**config.mk**
```make
export PLATFORM = sky130hd
export DESIGN_NAME = mc_controller
export DESIGN_NICKNAME = d
export VERILOG_FILES = /design/src/rtl/riscv_pkg.sv /design/src/rtl/alu_decoder.sv /design/src/rtl/mc_controller.sv
export SDC_FILE = /design/constraint.sdc
export NUM_CORES = 1
export LEC_CHECK = 0
export ABC_AREA = 1
export ABC_CLOCK_PERIOD_IN_PS = 4200
export BUFFER_PORTS_ARGS = -buffer_cell sky130_fd_sc_hd__buf_2
export CAP_MARGIN = 40
export CORE_MARGIN = 4
export CORE_UTILIZATION = 47
export DETAILED_ROUTE_END_ITERATION = 8
export PLACE_DENSITY = 0.82
export SYNTH_ARGS = -nofsm -noshare
export SYNTH_HDL_FRONTEND = slang
export SYNTH_HIERARCHICAL = 1
export SYNTH_SLANG_ARGS = --single-unit
```
**constraint.sdc**
```tcl
create_clock -name clk -period 4.2 [get_ports clk]
set_input_delay 0.21 -clock clk [delete_from_list [all_inputs] [get_ports clk]]
set_output_delay 0.21 -clock clk [all_outputs]
set_load 0.02 [all_outputs]
```
**src/rtl/riscv_pkg.sv**
```systemverilog
// Shared types and encodings for the multicycle RISC-V control path:
// FSM states, opcodes, ALU operations and datapath mux selects.
package riscv_pkg;

    typedef enum logic [3:0] {
        S_FETCH,
        S_DECODE,
        S_MEMADR,
        S_MEMREAD,
        S_MEMWB,
        S_MEMWRITE,
        S_EXECUTER,
        S_EXECUTEI,
        S_ALUWB,
        S_BEQ,
        S_JAL
    } state_t;

    typedef enum logic [1:0] {
        ALUOP_ADD,
        ALUOP_SUB,
        ALUOP_FUNCT
    } aluop_t;

    localparam logic [6:0] OP_LW  = 7'b0000011;
    localparam logic [6:0] OP_SW  = 7'b0100011;
    localparam logic [6:0] OP_R   = 7'b0110011;
    localparam logic [6:0] OP_I   = 7'b0010011;
    localparam logic [6:0] OP_BEQ = 7'b1100011;
    localparam logic [6:0] OP_JAL = 7'b1101111;

    localparam logic [2:0] ALU_ADD = 3'b000;
    localparam logic [2:0] ALU_SUB = 3'b001;
    localparam logic [2:0] ALU_AND = 3'b010;
    localparam logic [2:0] ALU_OR  = 3'b011;
    localparam logic [2:0] ALU_SLT = 3'b101;

    localparam logic       ADR_PC     = 1'b0;
    localparam logic       ADR_RESULT = 1'b1;

    localparam logic [1:0] RES_ALUOUT    = 2'b00;
    localparam logic [1:0] RES_DATA      = 2'b01;
    localparam logic [1:0] RES_ALURESULT = 2'b10;

    localparam logic [1:0] SRCA_PC    = 2'b00;
    localparam logic [1:0] SRCA_OLDPC = 2'b01;
    localparam logic [1:0] SRCA_RD1   = 2'b10;

    localparam logic [1:0] SRCB_RD2  = 2'b00;
    localparam logic [1:0] SRCB_IMM  = 2'b01;
    localparam logic [1:0] SRCB_FOUR = 2'b10;

    localparam logic [1:0] IMM_I = 2'b00;
    localparam logic [1:0] IMM_S = 2'b01;
    localparam logic [1:0] IMM_B = 2'b10;
    localparam logic [1:0] IMM_J = 2'b11;

    function automatic logic is_legal_op(input logic [6:0] opcode);
        logic legal;
        case (opcode)
            OP_LW, OP_SW, OP_R, OP_I, OP_BEQ, OP_JAL: legal = 1'b1;
            default:                                  legal = 1'b0;
        endcase
        return legal;
    endfunction

endpackage

```
**src/rtl/alu_decoder.sv**
```systemverilog
// Combinational ALU control decode: fixed add/sub for address and branch
// states, funct3/funct7 decode for R-type and I-type ALU instructions.
module alu_decoder
    import riscv_pkg::*;
(
    input  aluop_t      alu_op,
    input  logic [2:0]  funct3,
    input  logic        op5,
    input  logic        funct7b5,
    output logic [2:0]  alu_control
);

    always_comb begin
        alu_control = ALU_ADD;
        case (alu_op)
            ALUOP_ADD: alu_control = ALU_ADD;
            ALUOP_SUB: alu_control = ALU_SUB;
            ALUOP_FUNCT: begin
                case (funct3)
                    // Only R-type (op5=1) may select sub; addi ignores bit 30.
                    3'b000:  alu_control = (op5 && funct7b5) ? ALU_SUB : ALU_ADD;
                    3'b010:  alu_control = ALU_SLT;
                    3'b110:  alu_control = ALU_OR;
                    3'b111:  alu_control = ALU_AND;
                    default: alu_control = ALU_ADD;
                endcase
            end
            default: alu_control = ALU_ADD;
        endcase
    end

endmodule

```
**src/rtl/mc_controller.sv**
```systemverilog
// Multicycle RISC-V main controller: Moore FSM sequencing the shared-memory
// datapath, stalling on mem_ready, plus the ImmSrc decode.
module mc_controller
    import riscv_pkg::*;
(
    input  logic        clk,
    input  logic        reset,
    input  logic [6:0]  op,
    input  logic [2:0]  funct3,
    input  logic        funct7b5,
    input  logic        Zero,
    input  logic        mem_ready,
    output logic        PCWrite,
    output logic        AdrSrc,
    output logic        MemWrite,
    output logic        IRWrite,
    output logic        RegWrite,
    output logic [1:0]  ResultSrc,
    output logic [1:0]  ALUSrcA,
    output logic [1:0]  ALUSrcB,
    output logic [1:0]  ImmSrc,
    output logic [2:0]  ALUControl,
    output logic        illegal_instr
);

    state_t state_reg;
    state_t state_next;
    state_t out_state;
    aluop_t alu_op;

    always_ff @(posedge clk) begin
        if (!reset) begin
            state_reg <= S_FETCH;
        end else begin
            state_reg <= state_next;
        end
    end

    always_comb begin
        state_next = state_reg;
        case (state_reg)
            S_FETCH:    if (mem_ready) state_next = S_DECODE;
            S_DECODE: begin
                case (op)
                    OP_LW, OP_SW: state_next = S_MEMADR;
                    OP_R:         state_next = S_EXECUTER;
                    OP_I:         state_next = S_EXECUTEI;
                    OP_BEQ:       state_next = S_BEQ;
                    OP_JAL:       state_next = S_JAL;
                    default:      state_next = S_FETCH;
                endcase
            end
            S_MEMADR:   state_next = op[5] ? S_MEMWRITE : S_MEMREAD;
            S_MEMREAD:  if (mem_ready) state_next = S_MEMWB;
            S_MEMWB:    state_next = S_FETCH;
            S_MEMWRITE: if (mem_ready) state_next = S_FETCH;
            S_EXECUTER: state_next = S_ALUWB;
            S_EXECUTEI: state_next = S_ALUWB;
            S_ALUWB:    state_next = S_FETCH;
            S_BEQ:      state_next = S_FETCH;
            S_JAL:      state_next = S_ALUWB;
            default:    state_next = S_FETCH;
        endcase
    end

    // While reset is held, present FETCH selects regardless of the stored state.
    assign out_state = reset ? state_reg : S_FETCH;

    always_comb begin
        PCWrite       = 1'b0;
        AdrSrc        = ADR_PC;
        MemWrite      = 1'b0;
        IRWrite       = 1'b0;
        RegWrite      = 1'b0;
        ResultSrc     = RES_ALUOUT;
        ALUSrcA       = SRCA_PC;
        ALUSrcB       = SRCB_RD2;
        alu_op        = ALUOP_ADD;
        illegal_instr = 1'b0;
        case (out_state)
            S_FETCH: begin
                AdrSrc    = ADR_PC;
                ALUSrcA   = SRCA_PC;
                ALUSrcB   = SRCB_FOUR;
                ResultSrc = RES_ALURESULT;
                IRWrite   = mem_ready & reset;
                PCWrite   = mem_ready & reset;
            end
            S_DECODE: begin
                ALUSrcA       = SRCA_OLDPC;
                ALUSrcB       = SRCB_IMM;
                illegal_instr = ~is_legal_op(op);
            end
            S_MEMADR: begin
                ALUSrcA = SRCA_RD1;
                ALUSrcB = SRCB_IMM;
            end
            S_MEMREAD: begin
                ResultSrc = RES_ALUOUT;
                AdrSrc    = ADR_RESULT;
            end
            S_MEMWB: begin
                ResultSrc = RES_DATA;
                RegWrite  = 1'b1;
            end
            S_MEMWRITE: begin
                ResultSrc = RES_ALUOUT;
                AdrSrc    = ADR_RESULT;
                MemWrite  = 1'b1;
            end
            S_EXECUTER: begin
                ALUSrcA = SRCA_RD1;
                ALUSrcB = SRCB_RD2;
                alu_op  = ALUOP_FUNCT;
            end
            S_EXECUTEI: begin
                ALUSrcA = SRCA_RD1;
                ALUSrcB = SRCB_IMM;
                alu_op  = ALUOP_FUNCT;
            end
            S_ALUWB: begin
                ResultSrc = RES_ALUOUT;
                RegWrite  = 1'b1;
            end
            S_BEQ: begin
                ALUSrcA   = SRCA_RD1;
                ALUSrcB   = SRCB_RD2;
                alu_op    = ALUOP_SUB;
                ResultSrc = RES_ALUOUT;
                PCWrite   = Zero;
            end
            S_JAL: begin
                ALUSrcA   = SRCA_OLDPC;
                ALUSrcB   = SRCB_FOUR;
                ResultSrc = RES_ALUOUT;
                PCWrite   = 1'b1;
            end
            default: ;
        endcase
    end

    always_comb begin
        case (op)
            OP_SW:   ImmSrc = IMM_S;
            OP_BEQ:  ImmSrc = IMM_B;
            OP_JAL:  ImmSrc = IMM_J;
            default: ImmSrc = IMM_I;
        endcase
    end

    alu_decoder u_alu_decoder (
        .alu_op      (alu_op),
        .funct3      (funct3),
        .op5         (op[5]),
        .funct7b5    (funct7b5),
        .alu_control (ALUControl)
    );

endmodule
```
## After elaboration in Yosys (flattened, before gate mapping)

Cells that the tools add are included.

- Bits in registers: 4
- Latch bits: 0
- Bits in writable memories: 0
- Bits in read-only memories: 0
- Input port bits: 15
- Output and inout port bits: 17
- Word-level logic and storage cells: 72
- Memories: 0

- Add/subtract/negate cells: 0
- $mul: 0
- Divide/modulo/power cells: 0
- $lt $le $gt $ge: 0
- Eq/ne operators: 31
- Shift operators: 0
- Mux-type cells: 23
- Bitwise logic cells: 2
- Reduce and logical (&&, ||, !) cells: 15

Operator list:

| operator | count |
|---|---|
| 4-bit by 3-bit equality test with 1-bit output (second input constant) | 7 |
| 4-bit one-hot mux with 6 select lines | 1 |
| 4-bit one-hot mux with 5 select lines | 1 |
| 4-bit by 2-bit equality test with 1-bit output (second input constant) | 4 |
| 4-bit equality test (second input constant) | 4 |
| 4-bit 2-to-1 mux | 4 |
| 2-bit one-hot mux with 2 select lines | 4 |
| 7-bit by 6-bit equality test with 1-bit output (second input constant) | 2 |
| 7-bit equality test (second input constant) | 2 |
| 3-bit one-hot mux with 4 select lines | 1 |
| 2-bit OR reduction | 6 |
| 4-bit by 1-bit equality test with 1-bit output (second input constant) | 2 |
| 4-bit zero test | 2 |
| 1-bit 2-to-1 mux | 8 |
| 7-bit by 2-bit equality test with 1-bit output (second input constant) | 1 |
| 7-bit by 5-bit equality test with 1-bit output (second input constant) | 1 |
| 3-bit equality test (second input constant) | 2 |
| 2-bit inequality test (second input constant) | 3 |
| 2-bit one-hot mux with 3 select lines | 1 |
| 3-bit one-hot mux with 2 select lines | 1 |
| 3-bit OR reduction | 2 |
| 6-bit OR reduction | 1 |
| 4-bit OR reduction | 1 |
| 3-bit by 2-bit equality test with 1-bit output (second input constant) | 1 |
| other kinds (9) | 9 |

## Longest topological paths before layout

- Word-level depth: 6
- Gate-level depth with buffers: 10
- Mapped depth without buffers: 10

## Modules after synthesis

The synthesis kept the hierarchy.

By module, submodules not included:

| module | times used | cells an instance | area an instance (um^2) |
|---|---|---|---|
| mc_controller | 1 | 97 | 530.5 |
| alu_decoder | 1 | 17 | 91.3 |

## Worst setup path after synthesis

No wires, ideal clock.

- Path type: flip-flop to output port
- Start point: register state_reg[3]
- End point: output port ALUControl[2]
- Arrival: 1,605 ps
- Path slack: 2,385 ps
- Cell stages (with the launch flop): 10
- Path through: dfxtp_1 inv_1 nor2_1 nand2_1 nor2_1 inv_1 ha_1 inv_1 nand4_1 nor2_1

- Cells in the longest elaborated chain, start to end: 6

RTL lines:

| element | line | RTL |
|---|---|---|
| start: declaration | mc_controller.sv:26 | `state_t state_reg;` |
| start signal: assignment | mc_controller.sv:35 | `state_reg <= state_next;` |
| 4-bit 2-to-1 mux (*) | mc_controller.sv:67 | `assign out_state = reset ? state_reg : S_FETCH;` |
| 4-bit by 3-bit equality test with 1-bit output | mc_controller.sv:80 | `case (out_state)` |
| 2-bit OR reduction (no line) | -- |  |
| 2-bit one-hot mux with 2 select lines (*) | mc_controller.sv:80 |  |
| named net alu_op[0] | mc_controller.sv:29 | `aluop_t alu_op;` |
| 2-bit equality test / 2-bit by 1-bit equality test with 1-bit output (equally long branches) | alu_decoder.sv:15 | `case (alu_op)` |
| 3-bit one-hot mux with 2 select lines (*) | alu_decoder.sv:15 |  |
| end: declaration | mc_controller.sv:22 | `output logic [2:0] ALUControl,` |

Mark *: on every way through the listed nets, which the timed path passes. The rest lies on a longest branch.

## Worst setup path after layout

- Start point: register state_reg[0]
- End point: output port ALUControl[2]

The elaborated chain is that of the path after synthesis.

==> summary.md <==
| Metric | Value |
|---|---|
| Routed wire length | 1580 um |
| Worst-path fanout max | 8 |
| Logic pwr share | 32.1% |
| Worst r2r dst | state_reg[2] |
| Sequential power share | 31.9% |
| Worst Setup End Kind | primary output |
| Met3 Usage GRT | 2.85% |
| Largest net degree at the start of global routing | 10 |
| Worst EP arrival | 2.02 ns |
| Syn-to-layout area delta | 28.4% |
| First-pass GRT wire length | 2720 um |
| LEAKAGE | 0.507 nW |
| Crit Path Class | reg2out |
| Worst-Margin Slew | 0.349 ns |
| Net Sw Power | 43.9 uW |
| Synth cell types | 22 |
| IO buf count | 31 |
| Pwr/cell area | 164 nW/um^2 |
| Outcome | complete, no violations |
| Cells after synthesis | 114 |
| RSZ-0062 raised after global routing | no |
| Period minus WS final | 2.23 ns |
| Reg2reg path depth | 7 |
| Critical Path Source Type | flip-flop |
| HPWL after DPL | 1380 um |
| CTS Buf Count | 3 |
| Root Driver | clkbuf_4 |
| # diodes | 0 |
| Clock skew | 0.000579 ns |
| Switching Fraction | 33.5% |
| Clk Latency, worst-skew pair | 0.23 ns |
| Most common cell after layout, fill and taps aside | nand2_1 |
| Max-slew headroom | 76.7% |
| Met1 usage | 22.0% |
| Crit path from | state_reg[0] |
| R2R setup slack | 2.93 ns |
| Drt drc | 0 |
| Max reg flops | 4 |
| Share of cells above drive strength 1 | 29.5% |
| Die Width | 44.4 um |
| Effective utilization at floorplan | 53.1% |
| CTS tree | yes |
| Initial antenna violation count | 0 |
| Post-layout util | 68.2% |
| DRT Pass-1 Iters | 5 |
| Setup TNS Final | 0 ns |
| Syn nets | 131 |
| Vias in the first global route | 684 |
| Maxcap violations | 0 |
| Last element of the critical path | ALUControl[2] |
| Chip Height | 44.4 um |
| Worst r2r src | state_reg[0] |
| Synthesized area | 622 sq um |
| Part of the Yosys area used for sequential elements | 12.9% |
| Hold WC Path Type | in2reg |
| Final weighted congestion in routability-driven placement | 0.809 |
| Hold WS | 0.262 ns |
| 1st-iter DRT viols | 14 |
| Post-CTS setup buffers | 0 |
| Area of the core | 1170 sq um |
| Layout Nets | 165 |
| Placed Cells | 157 |
| Met2 usage | 29.9% |
| Post-CTS Resized | 0 |
| Total GRT Usage | 18.0% |
| IO Count | 32 |
| Peak Freq | 0.448 GHz |
| Die ar. | 1970 sq um |
| CTS sink cnt | 4 |
| Via count | 809 |
| Req. time, crit path | 3.99 ns |
| Wire length per cell | 9.88 um |
| Busiest layer in global routing | met2 |
| Fin. Hold Viols | 0 |
| Clk buf depth | 2 |
| ANT nets after route | 0 |
| Synthesis-stage register bit count | 4 |
| Non-Filler Instances | 160 |
| Peak supply drop | 183 uV |
| Clock share of power | 36.0% |
| Yosys warnings | 6 |
| Avg Cell Area, Syn | 5.45 sq um |
| Total power | 131 uW |
| Via density | 5.06 |
| Hold_buf cts | 0 |
| Final Setup Violations | 0 |
| Period utilization | 53.2% |
| Max Transition Viols Final | 0 |
| GR Overflow Total | 0 |
| Most frequent cells in the layout | nand2_1, buf_2, inv_1, nor2_1, nand3_1 |
| H-tree Lvls | 1 |
| Int Pwr | 87.0 uW |
| CTS clk-pin slew, worst paths | 0.04 ns |
| Row cnt | 12 |
[cells in the mapped netlist, drive strengths merged]
master | instances | area share (%)
nand2 | 33 | 21
inv | 24 | 14
nor2 | 19 | 14
nand3 | 12 | 9.7
a21oi | 6 | 4.8
dfxtp | 4 | 13
nand4 | 3 | 3.0
nor3 | 3 | 5.0
and3 | 2 | 2.0
buf | 2 | 3.0
ha | 2 | 4.0
clkinv | 1 | 1.4
nor3b | 1 | 2.0
o211ai | 1 | 1.2
o21ai | 1 | 0.80
[how the worst min path moves through the flow]
stage / start / end / slack [ns] / depth (start not counted)
CTS: reset / state_reg[1] / 0.26 / 3
detailed placement: reset / state_reg[1] / 0.50 / 3
finish: reset / state_reg[1] / 0.26 / 3
global placement: reset / state_reg[1] / 0.49 / 3
floorplan: reset / state_reg[1] / 0.31 / 2
global route: reset / state_reg[1] / 0.29 / 3
[cell type report]
type | count | area (sq um)
fillers | 117 | 373
multi-input cells | 83 | 424
well taps | 14 | 17.5
inverters | 25 | 98.8
clock buffers | 3 | 22.5
repair buffers | 31 | 155
flip-flops and latches | 4 | 80.1
[per-stage QoR]
stage	setup WS, ns	area, sq um
floorplan	2.38	622
global placement	2.35	776
detailed placement	2.24	776
CTS	1.98	798
global route	1.77	798
finish	1.97	798
[metal layers]
| layer | part of all wire (%) | vias up |
|---|---|---|
| met5 | 0 | - |
| met4 | 1.9 | 0 |
| met3 | 9.2 | 4 |
| met2 | 48 | 38 |
| met1 | 41 | 343 |
| li1 | - | 424 |
[critical path: stages, from the launching register on]
cell and delay [ns]:
dfxtp_1 0.52, nand2_4 0.12, nor2_1 0.27, inv_1 0.08, ha_1 0.33, inv_1 0.10, nand4_1 0.11, nor2_1 0.10
buf_2 0.17
[power by group through the flow]
stage                     Combinational (mW)  Clock, mW  Sequential, mW
after floorplan                       0.0297          0          0.0400
after global placement                0.0412          0          0.0422
after detailed placement              0.0421          0          0.0423
after CTS                             0.0423     0.0478          0.0417
after global routing                  0.0472     0.0510          0.0421
final                                 0.0421     0.0471          0.0418
[kinds of logic (layout without fill, tap and decap cells)]
group	Yosys count	in the layout	share of synthesized area (%)
AND/OR/NAND/NOR	73	73	57.3
buffers and inverters	27	59	18.9
AO/OA/AOI/OAI	8	8	6.84
flip-flops	4	4	12.9
adder cells (fa/ha/maj)	2	2	4.02
Power figures use the tool's default switching activity.
